## src/rtl/button_press_classifier_pkg.sv

```systemverilog
// Shared definitions for the button press classifier: state encodings,
// default tick constants and the per-cycle event bundle.
package button_press_classifier_pkg;

  // Classifier states (2-bit, kept as plain constants for legacy tools)
  localparam logic [1:0] ST_WAIT_REL  = 2'd0;
  localparam logic [1:0] ST_IDLE      = 2'd1;
  localparam logic [1:0] ST_PRESSED   = 2'd2;
  localparam logic [1:0] ST_LONG_HELD = 2'd3;

  // Default timing for a 50 MHz system clock: 1 s long press, 200 ms repeat
  localparam int DEFAULT_LONG_TICKS   = 50_000_000;
  localparam int DEFAULT_REPEAT_TICKS = 10_000_000;
  localparam int DEFAULT_CNT_W        = 26;

  // One bit per single-cycle event pulse
  typedef struct packed {
    logic press;
    logic rel;
    logic short_rel;
    logic long_hold;
    logic rpt;
  } event_t;

  // Quiet cycle: no event pulses
  function automatic event_t no_events();
    event_t ev;
    ev.press     = 1'b0;
    ev.rel       = 1'b0;
    ev.short_rel = 1'b0;
    ev.long_hold = 1'b0;
    ev.rpt       = 1'b0;
    return ev;
  endfunction

endpackage

```

## src/rtl/button_press_classifier_if.sv

```systemverilog
// Button level in, classified event pulses and status out.
interface button_press_classifier_if;
  logic       button_in;
  logic       press_pulse;
  logic       release_pulse;
  logic       short_pulse;
  logic       long_pulse;
  logic       repeat_pulse;
  logic       held;
  logic [7:0] press_count;

  // Side that supplies the button level and consumes the events
  modport master (
    output button_in,
    input  press_pulse, release_pulse, short_pulse, long_pulse,
           repeat_pulse, held, press_count
  );

  // The classifier itself
  modport slave (
    input  button_in,
    output press_pulse, release_pulse, short_pulse, long_pulse,
           repeat_pulse, held, press_count
  );
endinterface

```

## src/rtl/button_press_classifier_hold_timer.sv

```systemverilog
// Hold-duration counter: synchronous clear (priority) and count enable,
// with a terminal-count flag raised when count reaches limit-1.
module button_press_classifier_hold_timer #(
  parameter int CNT_W = 26
) (
  input  logic             clk_in,
  input  logic             rst_in,
  input  logic             clear,
  input  logic             enable,
  input  logic [CNT_W-1:0] limit,
  output logic             tc
);

  logic [CNT_W-1:0] count;

  // Count held cycles; clear wins over enable
  always_ff @(posedge clk_in or posedge rst_in) begin
    if (rst_in) begin
      count <= {CNT_W{1'b0}};
    end else if (clear) begin
      count <= {CNT_W{1'b0}};
    end else if (enable) begin
      count <= count + CNT_W'(1);
    end else begin
      count <= count;
    end
  end

  // Terminal count against the currently selected limit
  always_comb begin
    tc = (count == (limit - CNT_W'(1)));
  end

endmodule

```

## src/rtl/button_press_classifier.sv

```systemverilog
// Turns a debounced button level into single-cycle press / release /
// short / long / repeat pulses plus a held flag and a wrapping press count.
// A level already high when reset releases is ignored until it drops.
module button_press_classifier
  import button_press_classifier_pkg::*;
#(
  parameter int LONG_TICKS   = DEFAULT_LONG_TICKS,
  parameter int REPEAT_TICKS = DEFAULT_REPEAT_TICKS,
  parameter int CNT_W        = DEFAULT_CNT_W
) (
  input logic                        clk_in,
  input logic                        rst_in,
  button_press_classifier_if.slave   bus
);

  logic [1:0]       state;
  logic [1:0]       state_nxt;
  event_t           events;
  event_t           events_nxt;
  logic             held_flag;
  logic             held_nxt;
  logic [7:0]       count;
  logic [7:0]       count_nxt;
  logic             timer_clear;
  logic             timer_enable;
  logic             timer_tc;
  logic [CNT_W-1:0] timer_limit;

  button_press_classifier_hold_timer #(
    .CNT_W (CNT_W)
  ) u_hold_timer (
    .clk_in (clk_in),
    .rst_in (rst_in),
    .clear  (timer_clear),
    .enable (timer_enable),
    .limit  (timer_limit),
    .tc     (timer_tc)
  );

  // Long threshold while first held, repeat period once long-held
  always_comb begin
    if (state == ST_LONG_HELD) begin
      timer_limit = CNT_W'(REPEAT_TICKS);
    end else begin
      timer_limit = CNT_W'(LONG_TICKS);
    end
  end

  // Next state, next event pulses, press counter and timer control.
  // A release seen on a threshold edge takes precedence over long/repeat.
  always_comb begin
    state_nxt    = state;
    events_nxt   = no_events();
    count_nxt    = count;
    timer_clear  = 1'b1;
    timer_enable = 1'b0;
    case (state)
      ST_WAIT_REL: begin
        if (!bus.button_in) begin
          state_nxt = ST_IDLE;
        end else begin
          state_nxt = ST_WAIT_REL;
        end
      end
      ST_IDLE: begin
        if (bus.button_in) begin
          state_nxt        = ST_PRESSED;
          events_nxt.press = 1'b1;
          count_nxt        = count + 8'd1;
        end else begin
          state_nxt = ST_IDLE;
        end
      end
      ST_PRESSED: begin
        if (!bus.button_in) begin
          state_nxt            = ST_IDLE;
          events_nxt.rel       = 1'b1;
          events_nxt.short_rel = 1'b1;
        end else if (timer_tc) begin
          state_nxt            = ST_LONG_HELD;
          events_nxt.long_hold = 1'b1;
        end else begin
          timer_clear  = 1'b0;
          timer_enable = 1'b1;
        end
      end
      ST_LONG_HELD: begin
        if (!bus.button_in) begin
          state_nxt      = ST_IDLE;
          events_nxt.rel = 1'b1;
        end else if (timer_tc) begin
          events_nxt.rpt = 1'b1;
        end else begin
          timer_clear  = 1'b0;
          timer_enable = 1'b1;
        end
      end
      default: begin
        state_nxt = ST_WAIT_REL;
      end
    endcase
    held_nxt = (state_nxt == ST_PRESSED) || (state_nxt == ST_LONG_HELD);
  end

  // State and registered outputs; reset lands in WAIT_REL with no pulses
  always_ff @(posedge clk_in or posedge rst_in) begin
    if (rst_in) begin
      state     <= ST_WAIT_REL;
      events    <= no_events();
      held_flag <= 1'b0;
      count     <= 8'd0;
    end else begin
      state     <= state_nxt;
      events    <= events_nxt;
      held_flag <= held_nxt;
      count     <= count_nxt;
    end
  end

  assign bus.press_pulse   = events.press;
  assign bus.release_pulse = events.rel;
  assign bus.short_pulse   = events.short_rel;
  assign bus.long_pulse    = events.long_hold;
  assign bus.repeat_pulse  = events.rpt;
  assign bus.held          = held_flag;
  assign bus.press_count   = count;

endmodule

```

## src/flat_wrapper.sv

```systemverilog
// flat-port wrapper written by rule: the top's interface ports become plain ports
module button_press_classifier_flat import button_press_classifier_pkg::*;
#(
  parameter int LONG_TICKS   = DEFAULT_LONG_TICKS,
  parameter int REPEAT_TICKS = DEFAULT_REPEAT_TICKS,
  parameter int CNT_W        = DEFAULT_CNT_W
)
  (clk_in, rst_in, bus_button_in, bus_press_pulse, bus_release_pulse, bus_short_pulse, bus_long_pulse, bus_repeat_pulse, bus_held, bus_press_count);
  button_press_classifier_if bus_i ();
  input logic clk_in;
  input logic rst_in;
  input wire logic [$bits(bus_i.button_in)-1:0] bus_button_in;
  output wire logic [$bits(bus_i.press_pulse)-1:0] bus_press_pulse;
  output wire logic [$bits(bus_i.release_pulse)-1:0] bus_release_pulse;
  output wire logic [$bits(bus_i.short_pulse)-1:0] bus_short_pulse;
  output wire logic [$bits(bus_i.long_pulse)-1:0] bus_long_pulse;
  output wire logic [$bits(bus_i.repeat_pulse)-1:0] bus_repeat_pulse;
  output wire logic [$bits(bus_i.held)-1:0] bus_held;
  output wire logic [$bits(bus_i.press_count)-1:0] bus_press_count;
  assign bus_i.button_in = bus_button_in;
  assign bus_press_pulse = bus_i.press_pulse;
  assign bus_release_pulse = bus_i.release_pulse;
  assign bus_short_pulse = bus_i.short_pulse;
  assign bus_long_pulse = bus_i.long_pulse;
  assign bus_repeat_pulse = bus_i.repeat_pulse;
  assign bus_held = bus_i.held;
  assign bus_press_count = bus_i.press_count;
  button_press_classifier #(.LONG_TICKS(LONG_TICKS), .REPEAT_TICKS(REPEAT_TICKS), .CNT_W(CNT_W)) u_core (.clk_in(clk_in), .rst_in(rst_in), .bus(bus_i));
endmodule
```

## config.mk

```make
export PLATFORM = sky130hd
export DESIGN_NAME = button_press_classifier_flat
export DESIGN_NICKNAME = d
export VERILOG_FILES = /design/src/rtl/button_press_classifier_pkg.sv /design/src/rtl/button_press_classifier_if.sv /design/src/rtl/button_press_classifier_hold_timer.sv /design/src/rtl/button_press_classifier.sv /design/src/flat_wrapper.sv
export SDC_FILE = /design/constraint.sdc
export NUM_CORES = 1
export LEC_CHECK = 0
export BUFFER_PORTS_ARGS = -buffer_cell sky130_fd_sc_hd__buf_2
export CORE_ASPECT_RATIO = 1.1
export CORE_MARGIN = 2
export CORE_UTILIZATION = 40
export CTS_BUF_LIST = sky130_fd_sc_hd__clkbuf_8
export DETAILED_ROUTE_END_ITERATION = 12
export PLACE_DENSITY = 0.7
export SLEW_MARGIN = 5
export SYNTH_ARGS = -nofsm -noshare
export SYNTH_HDL_FRONTEND = slang
export SYNTH_SLANG_ARGS = --single-unit
```

## constraint.sdc

```tcl
create_clock -name clk_in -period 2.23 [get_ports clk_in]
set_input_delay 0.223 -clock clk_in [delete_from_list [all_inputs] [get_ports clk_in]]
set_output_delay 0.223 -clock clk_in [all_outputs]
set_load 0.01 [all_outputs]
```

==> results of run 1 <==
-- worst max-delay path, cell delays in order, from the launching register on --
cell,delay [ps]
dfrtp_2,450
or4b_1,500
or4_4,510
a211oi_4,220
buf_4,180
buf_6,140
nor3_1,60
-- layout make-up --
type,count,share of cell area
inverters,7,0.01042
repair buffers,38,0.1131
clock buffers,5,0.02728
well taps,58,0.02877
flip-flops and latches,42,0.4172
clock inverters,3,0.01587
multi-input cells,139,0.3874
-- logic make-up after synthesis --
logic type / Yosys count / synth area share
AND/OR/NAND/NOR: 89 / 0.2621
flip-flops: 42 / 0.5072
AO/OA/AOI/OAI: 26 / 0.09238
XOR/XNOR: 21 / 0.08877
buffers and inverters: 15 / 0.03200
adder cells (fa/ha/maj): 2 / 0.01208
multiplexers: 1 / 0.005434
-- metal layers --
layer  part of all wire  GRT usage  vias up
met5                  0          0        -
met2               0.50     0.2745       26
li1                   -          -      796
met3              0.023    0.03788        6
met4              0.019    0.05741        0
met1               0.46     0.2071      799
-- per-stage QoR --
step	setup WS, ps	std cells
after floorplan	92.73	196
after global placement	128.4	280
after detailed placement	44.69	280
after CTS	19.30	288
after global routing	-11.42	292
final	53.01	292
-- power by group through the flow --
stage          Clock (mW)  Sequential [mW]  Combinational, mW
6_report            0.591            0.872              0.181
5_1_grt             0.646            0.883              0.203
3_3_place_gp            0            0.885              0.177
2_1_floorplan           0            0.901             0.0896
4_1_cts             0.607            0.874              0.185
3_5_place_dp            0            0.889              0.184
-- layout by cell type, fill, tap and decap left out, drive strengths merged, types with 2 or more instances in the layout --
cell type and count:
o21a 2, nor4 4, or4 6, clkbuf 5
dfrtp 42, a211oi 11, ha 2, nor3 19
nor2b 2, xor2 5, buf 38, nand3 7
clkinv 2, or3 10, and4 2, a2111o 2
nand4 11, o21ai 8, nand4bb 2, xnor2 16
nor2 5, nand2 14, inv 7, o31ai 2
-- final timing paths --
check                                                         startpoint                                         to  cells past startpoint
worst max-delay path            u_core.u_hold_timer.count[7]$_DFFE_PP0P_   u_core.u_hold_timer.count[5]$_DFFE_PP0P_                      6
worst min-delay path                                              rst_in  u_core.u_hold_timer.count[21]$_DFFE_PP0P_                      2
worst max register to register  u_core.u_hold_timer.count[7]$_DFFE_PP0P_   u_core.u_hold_timer.count[5]$_DFFE_PP0P_                      6
worst min register to register     u_core.bus.press_count[7]$_DFFE_PP0P_      u_core.bus.press_count[7]$_DFFE_PP0P_                      1
max in group asynchronous                                         rst_in   u_core.u_hold_timer.count[7]$_DFFE_PP0P_                      3
min in group clk_in                                        bus_button_in         u_core.bus.release_pulse$_DFF_PP0_                      2
-- flip-flops by register name, indices dropped and copies added, names as in the netlist --
signal                     flops
u_core.state                   2
u_core.bus.repeat_pulse        1
u_core.u_hold_timer.count     26
u_core.bus.held                1
u_core.bus.long_pulse          1
u_core.bus.short_pulse         1
u_core.bus.press_pulse         1
u_core.bus.press_count         8
u_core.bus.release_pulse       1
-- what timing repair did --
action,4_1_cts,5_1_grt
endpoints found under the setup margin,0,24
hold buffers,0,0
buffers inserted,0,3
resized for setup,0,12
==> run summary, run 1 <==
CTS tree -> yes
count leader, synth -> dfrtp_1
crit start category -> register
number of global-route vias before repair -> 1551
endpoints failing setup -> 0
DRT Wirelength -> 4358 microns
Ports -> 17
Power Total -> 1.644 mW
Hold Slack -> 12.41 ps
HPWL after DPL -> 3132 microns
Syn-to-layout area delta -> 21.74%
share of cells above drive strength 1 -> 0.2479
Pwr per Cell Area -> 651.7 nW/um^2
Avg WL per Cell -> 14.92 microns
Max-slew headroom -> 0.5491
fin nets -> 238
required time worst endpoint -> 2410 ps
final hold viol count -> 0
die height -> 79.49 microns
Final Cycle Share -> 0.9762
Top FF cell, synth -> dfrtp_1
Syn Inst Count -> 196
H-Tree Depth -> 2
Final Skew -> 6.871 ps
internal reg-to-reg setup slack -> 50 ps
Reg power frac -> 0.531
Overflow after GRT -> 0
row count -> 27
Cell variety after synth -> 38
dominant cells by area after synthesis -> dfrtp_1 (51%), xnor2_1 (6.8%), nor3_1 (4.6%)
Switching Share -> 0.2541
sequential share of the synthesized area -> 0.5072
Starting Density -> 0.4144
DRC Markers -> 0
Peak Freq -> 459.4 MHz
clk sinks -> 42
Internal Pwr Total -> 1.226 mW
final antenna-violating net count -> 0
asr flop ratio synth -> 1.000
FF+latch count, synth -> 42
status -> complete, no violations
post-layout util -> 0.5045
Post-Syn Nets -> 201
Slew @ Worst Pin -> 675.6 ps
fin. max-slew vios -> 0
clk slew on worst S/H paths -> 80 ps
CORE AREA -> 5000 sq um
first-pass GRT wire length -> 7389 microns
setup TNS -> 0 ps
Leakage -> 1.015 nW
Gate power share -> 0.110
max-cap violations -> 0
clock share of power -> 0.359
GPL Wtd Cong -> 0.8020
via count -> 1627
Hold Path Class -> input pin to asynchronous set/reset pin
Die X-Extent -> 72.62 microns
Tmin final -> 2177 ps
crit path kind -> register to register
Multi-input gate area -> 977.2 sq um
DIE AREA -> 5772 sq um
Port Buffers -> 16
number of buffers created by CTS -> 5
DRT iter0 DRCs -> 86
CP arrival -> 2350 ps
CTS Buffer Depth -> 2
worst skew pair latency -> 290 ps
CTS root buf -> clkbuf_8
synthesized area -> 2072 sq um
Placed Area -> 2332 sq um
antenna violations before repair -> 0
Mean Syn Cell Area -> 10.57 sq um
maximum fanout along the worst path -> 9
Diodes inserted -> 0
FF/Latch Area -> 1052 sq um
routed vias/inst -> 5.572
top post-synthesis cells by count -> dfrtp_1 (42), nor3_1 (19), xnor2_1 (16)
area leader, netlist -> dfrtp_1
Psw -> 0.4178 mW
largest net degree at the start of global routing -> 27
1st-pass router iterations -> 4
YS warnings -> 0
post-synth top area share -> 0.5072
Post-synth EDFFs -> 0
Peak VDD IR -> 0.2931 mV
Fillers -> 465
critical path capture point type -> register
Overall Global Routing Usage -> 0.1644
fin area -> 2522 sq um
No activity file was read; power rests on OpenSTA's default activity.
==> run 2, diff against run 1 <==
- PLACE_DENSITY: 0.7 -> 0.69
- SYNTH_HIERARCHICAL: not set -> 1
==> run 2 against run 1 <==
The run now ends with negative setup slack left; register-to-register slack got worse by 840 ps; critical path type unchanged; synthesized cell count rose by 58%; final cell count rose by 84%; highest routed layer unchanged; cell area rose by 56%; clock skew fell by 2.8 ps; clock power rose by 3.7%; first-iteration DRC count fell by 5.8%; largest cell class is now multi-input combinational cells; global-route usage rose by 1.8 points; die area rose by 33%; critical endpoint is now u_core/u_hold_timer/count[22]$_DFFE_PP0P_.
==> run summary, run 2 <==
Fillers -> 594
synthesized area -> 2786 sq um
CP max-delay cell -> dfrtp_1
delay-heaviest family, CP -> simple AND/OR/NAND/NOR gates
DRT iter0 DRCs -> 81
YS warnings -> 6
most frequent cell on the critical path -> nand4_1
Multi-input gate area -> 2118 sq um
first-pass GRT wire length -> 11450 microns
most frequent cells in the layout -> conb_1 (75), buf_4 (58), dfrtp_1 (39)
Mean Syn Cell Area -> 9.018 sq um
DRT Wirelength -> 6540 microns
Cell variety after synth -> 55
area leader, netlist -> dfrtp_1
max reg flops -> 26
clk slew on worst S/H paths -> 80 ps
row count -> 31
CORE AREA -> 6671 sq um
Tmin final -> 3015 ps
crit start category -> register
Starting Density -> 0.4177
GPL Wtd Cong -> 0.8281
FF/Latch Area -> 1028 sq um
H-Tree Depth -> 2
number of buffers created by CTS -> 5
CTS tree -> yes
Max-slew headroom -> 0.6281
Overall Global Routing Usage -> 0.1829
Worst R2R End -> u_core/u_hold_timer/count[22]$_DFFE_PP0P_
Top FF cell, synth -> dfrtp_1
max-cap violations -> 0
post-synth top area share -> 0.3682
post-layout util -> 0.5898
top post-synthesis cells by count -> dfrtp_1 (41), nor2_1 (41), xnor2_1 (36)
Post-synth EDFFs -> 0
Peak Freq -> 331.7 MHz
Pwr per Cell Area -> 471.5 nW/um^2
via count -> 2552
Port Buffers -> 16
CP max stage delay -> 410 ps
die height -> 91.54 microns
worst skew pair latency -> 300 ps
Syn-to-layout area delta -> 41.22%
required time worst endpoint -> 2410 ps
final hold viol count -> 0
worst-case reg-to-reg path depth -> 17
Peak VDD IR -> 0.7648 mV
DRC Markers -> 0
dominant cells by area after synthesis -> dfrtp_1 (37%), xnor2_1 (11%), xor2_1 (8.5%)
Overflow after GRT -> 0
Hold Path Class -> input pin to register
asr flop ratio synth -> 1.000
Min-Delay Endpoint -> u_core/bus.release_pulse$_DFF_PP0_
CTS root buf -> clkbuf_8
worst hold start -> bus_button_in
crit path kind -> register to register
Slew @ Worst Pin -> 557.2 ps
failing checks -> negative setup slack
fin. max-slew vios -> 0
1st-pass router iterations -> 4
Syn Inst Count -> 309
HPWL after DPL -> 4856 microns
routed vias/inst -> 4.743
worst setup slack after layout -> -785.0 ps
Avg WL per Cell -> 12.16 microns
largest reg by FF count -> u_core/u_hold_timer/count
Die X-Extent -> 83.58 microns
CP cell instances -> xnor2_2 -> xnor2_1 -> nor3_1 -> a31oi_1 -> nor4_2 -> nand4_1 -> nor4_4 -> or2_4 -> buf_4 -> inv_2 -> o21a_1 -> nand4_1 -> nor2_2 -> and2_4 -> nand3_1 -> xor2_1 -> nor2_1
number of global-route vias before repair -> 2548
Final Cycle Share -> 1.352
endpoints failing setup -> 26
Diodes inserted -> 0
worst hold path cell count -> 3
setup TNS -> -16030 ps
DIE AREA -> 7651 sq um
final antenna-violating net count -> 0
CP Depth -> 17
worst reg2reg path startpoint -> u_core/u_hold_timer/count[3]$_DFFE_PP0P_
CP arrival -> 3200 ps
sequential share of the synthesized area -> 0.3682
FF+latch count, synth -> 41
CTS Buffer Depth -> 2
largest net degree at the start of global routing -> 27
RSZ-0062 raised after global routing -> yes
status -> complete, but fails checks
critical path buffer and inverter count -> 2
Leakage -> 1.793 nW
share of cells above drive strength 1 -> 0.2763
worst slack, placed -> -864.5 ps
internal reg-to-reg setup slack -> -780 ps
maximum fanout along the worst path -> 5
Final Skew -> 4.081 ps
leading cell type in the layout, fill and taps excluded -> conb_1
critical path capture point type -> register
antenna violations before repair -> 0
clk sinks -> 41
Ports -> 17
fin nets -> 461
Hold Slack -> 276.3 ps
## run 2: changes by cell type in the layout (fill, tap and decap cells not counted), sizes merged, moves of 6 or more
| cell | previous run | this run |
|---|---|---|
| nor2 | 5 | 41 |
| conb | 0 | 75 |
| nor3 | 19 | 12 |
| nor4 | 4 | 11 |
| xor2 | 5 | 27 |
| buf | 38 | 75 |
| nand3 | 7 | 15 |
| a211oi | 11 | 1 |
| xnor2 | 16 | 36 |
| a21oi | 0 | 6 |
## run 2: routing by layer
metal | global-route usage | up-vias | share of wire
met1 | 0.2216 | 1207 | 0.44
met3 | 0.02455 | 10 | 0.031
met5 | 0 | - | 0
li1 | - | 1300 | -
met4 | 0.05645 | 0 | 0.015
met2 | 0.3340 | 35 | 0.52
## run 2: cells by family (layout without fill, tap and decap cells)
kind of cell / count (synthesis) / count (layout) / share of synthesized area
AO/OA/AOI/OAI: 30 / 30 / 0.07275
other: 2 / 75 / 0.002695
AND/OR/NAND/NOR: 146 / 146 / 0.2977
XOR/XNOR: 63 / 63 / 0.1980
adder cells (fa/ha/maj): 3 / 3 / 0.01347
buffers and inverters: 18 / 92 / 0.02469
multiplexers: 6 / 6 / 0.02245
flip-flops: 41 / 41 / 0.3682
## run 2: layout make-up
cell class | count | share of cell area
multi-input cells | 323 | 0.5383
flip-flops and latches | 41 | 0.2614
repair buffers | 76 | 0.1364
well taps | 82 | 0.02607
clock buffers | 5 | 0.01749
clock inverters | 3 | 0.01176
inverters | 8 | 0.008585
## run 2: worst reg2reg max path, stage by stage (launching register included)
cell and delay [ps]:
dfrtp_1 410, xnor2_2 100, xnor2_1 130, nor3_1 190, a31oi_1 90, nor4_2 270
nand4_1 170, nor4_4 320, or2_4 190, buf_4 110, inv_2 50, o21a_1 180
nand4_1 100, nor2_2 70, and2_4 190, nand3_1 110, xor2_1 180, nor2_1 60
## run 2: how the worst max path moves through the flow
stage,from,endpoint
floorplan,u_core/bus.held$_DFF_PP0_,u_core/u_hold_timer/count[23]$_DFFE_PP0P_
global placement,u_core/u_hold_timer/count[5]$_DFFE_PP0P_,u_core/u_hold_timer/count[23]$_DFFE_PP0P_
detailed placement,u_core/u_hold_timer/count[7]$_DFFE_PP0P_,u_core/u_hold_timer/count[23]$_DFFE_PP0P_
CTS,u_core/u_hold_timer/count[7]$_DFFE_PP0P_,u_core/u_hold_timer/count[23]$_DFFE_PP0P_
global route,u_core/u_hold_timer/count[3]$_DFFE_PP0P_,u_core/u_hold_timer/count[23]$_DFFE_PP0P_
finish,u_core/u_hold_timer/count[3]$_DFFE_PP0P_,u_core/u_hold_timer/count[22]$_DFFE_PP0P_
## run 2: power by group
group,total [mW],internal (mW),switching (mW)
clock,0.613,0.335,0.278
combinational,0.375,0.174,0.201
sequential,0.868,0.797,0.0708
total,1.86,1.31,0.550
## run 2: per-stage QoR
step	total power [mW]	instances	area, sq um
3_5_place_dp	1.237	523	3689
2_1_floorplan	1.106	382	3192
6_report	1.855	538	3935
5_1_grt	1.956	538	3935
3_3_place_gp	1.223	523	3689
4_1_cts	1.867	534	3860
## run 2: repair_timing
action	4_1_cts	5_1_grt
setup endpoints to repair	26	29
pin swaps	11	27
resized for setup	8	10
endpoints found under the hold margin	41	0
hold buffers	1	0
buffers inserted	2	4
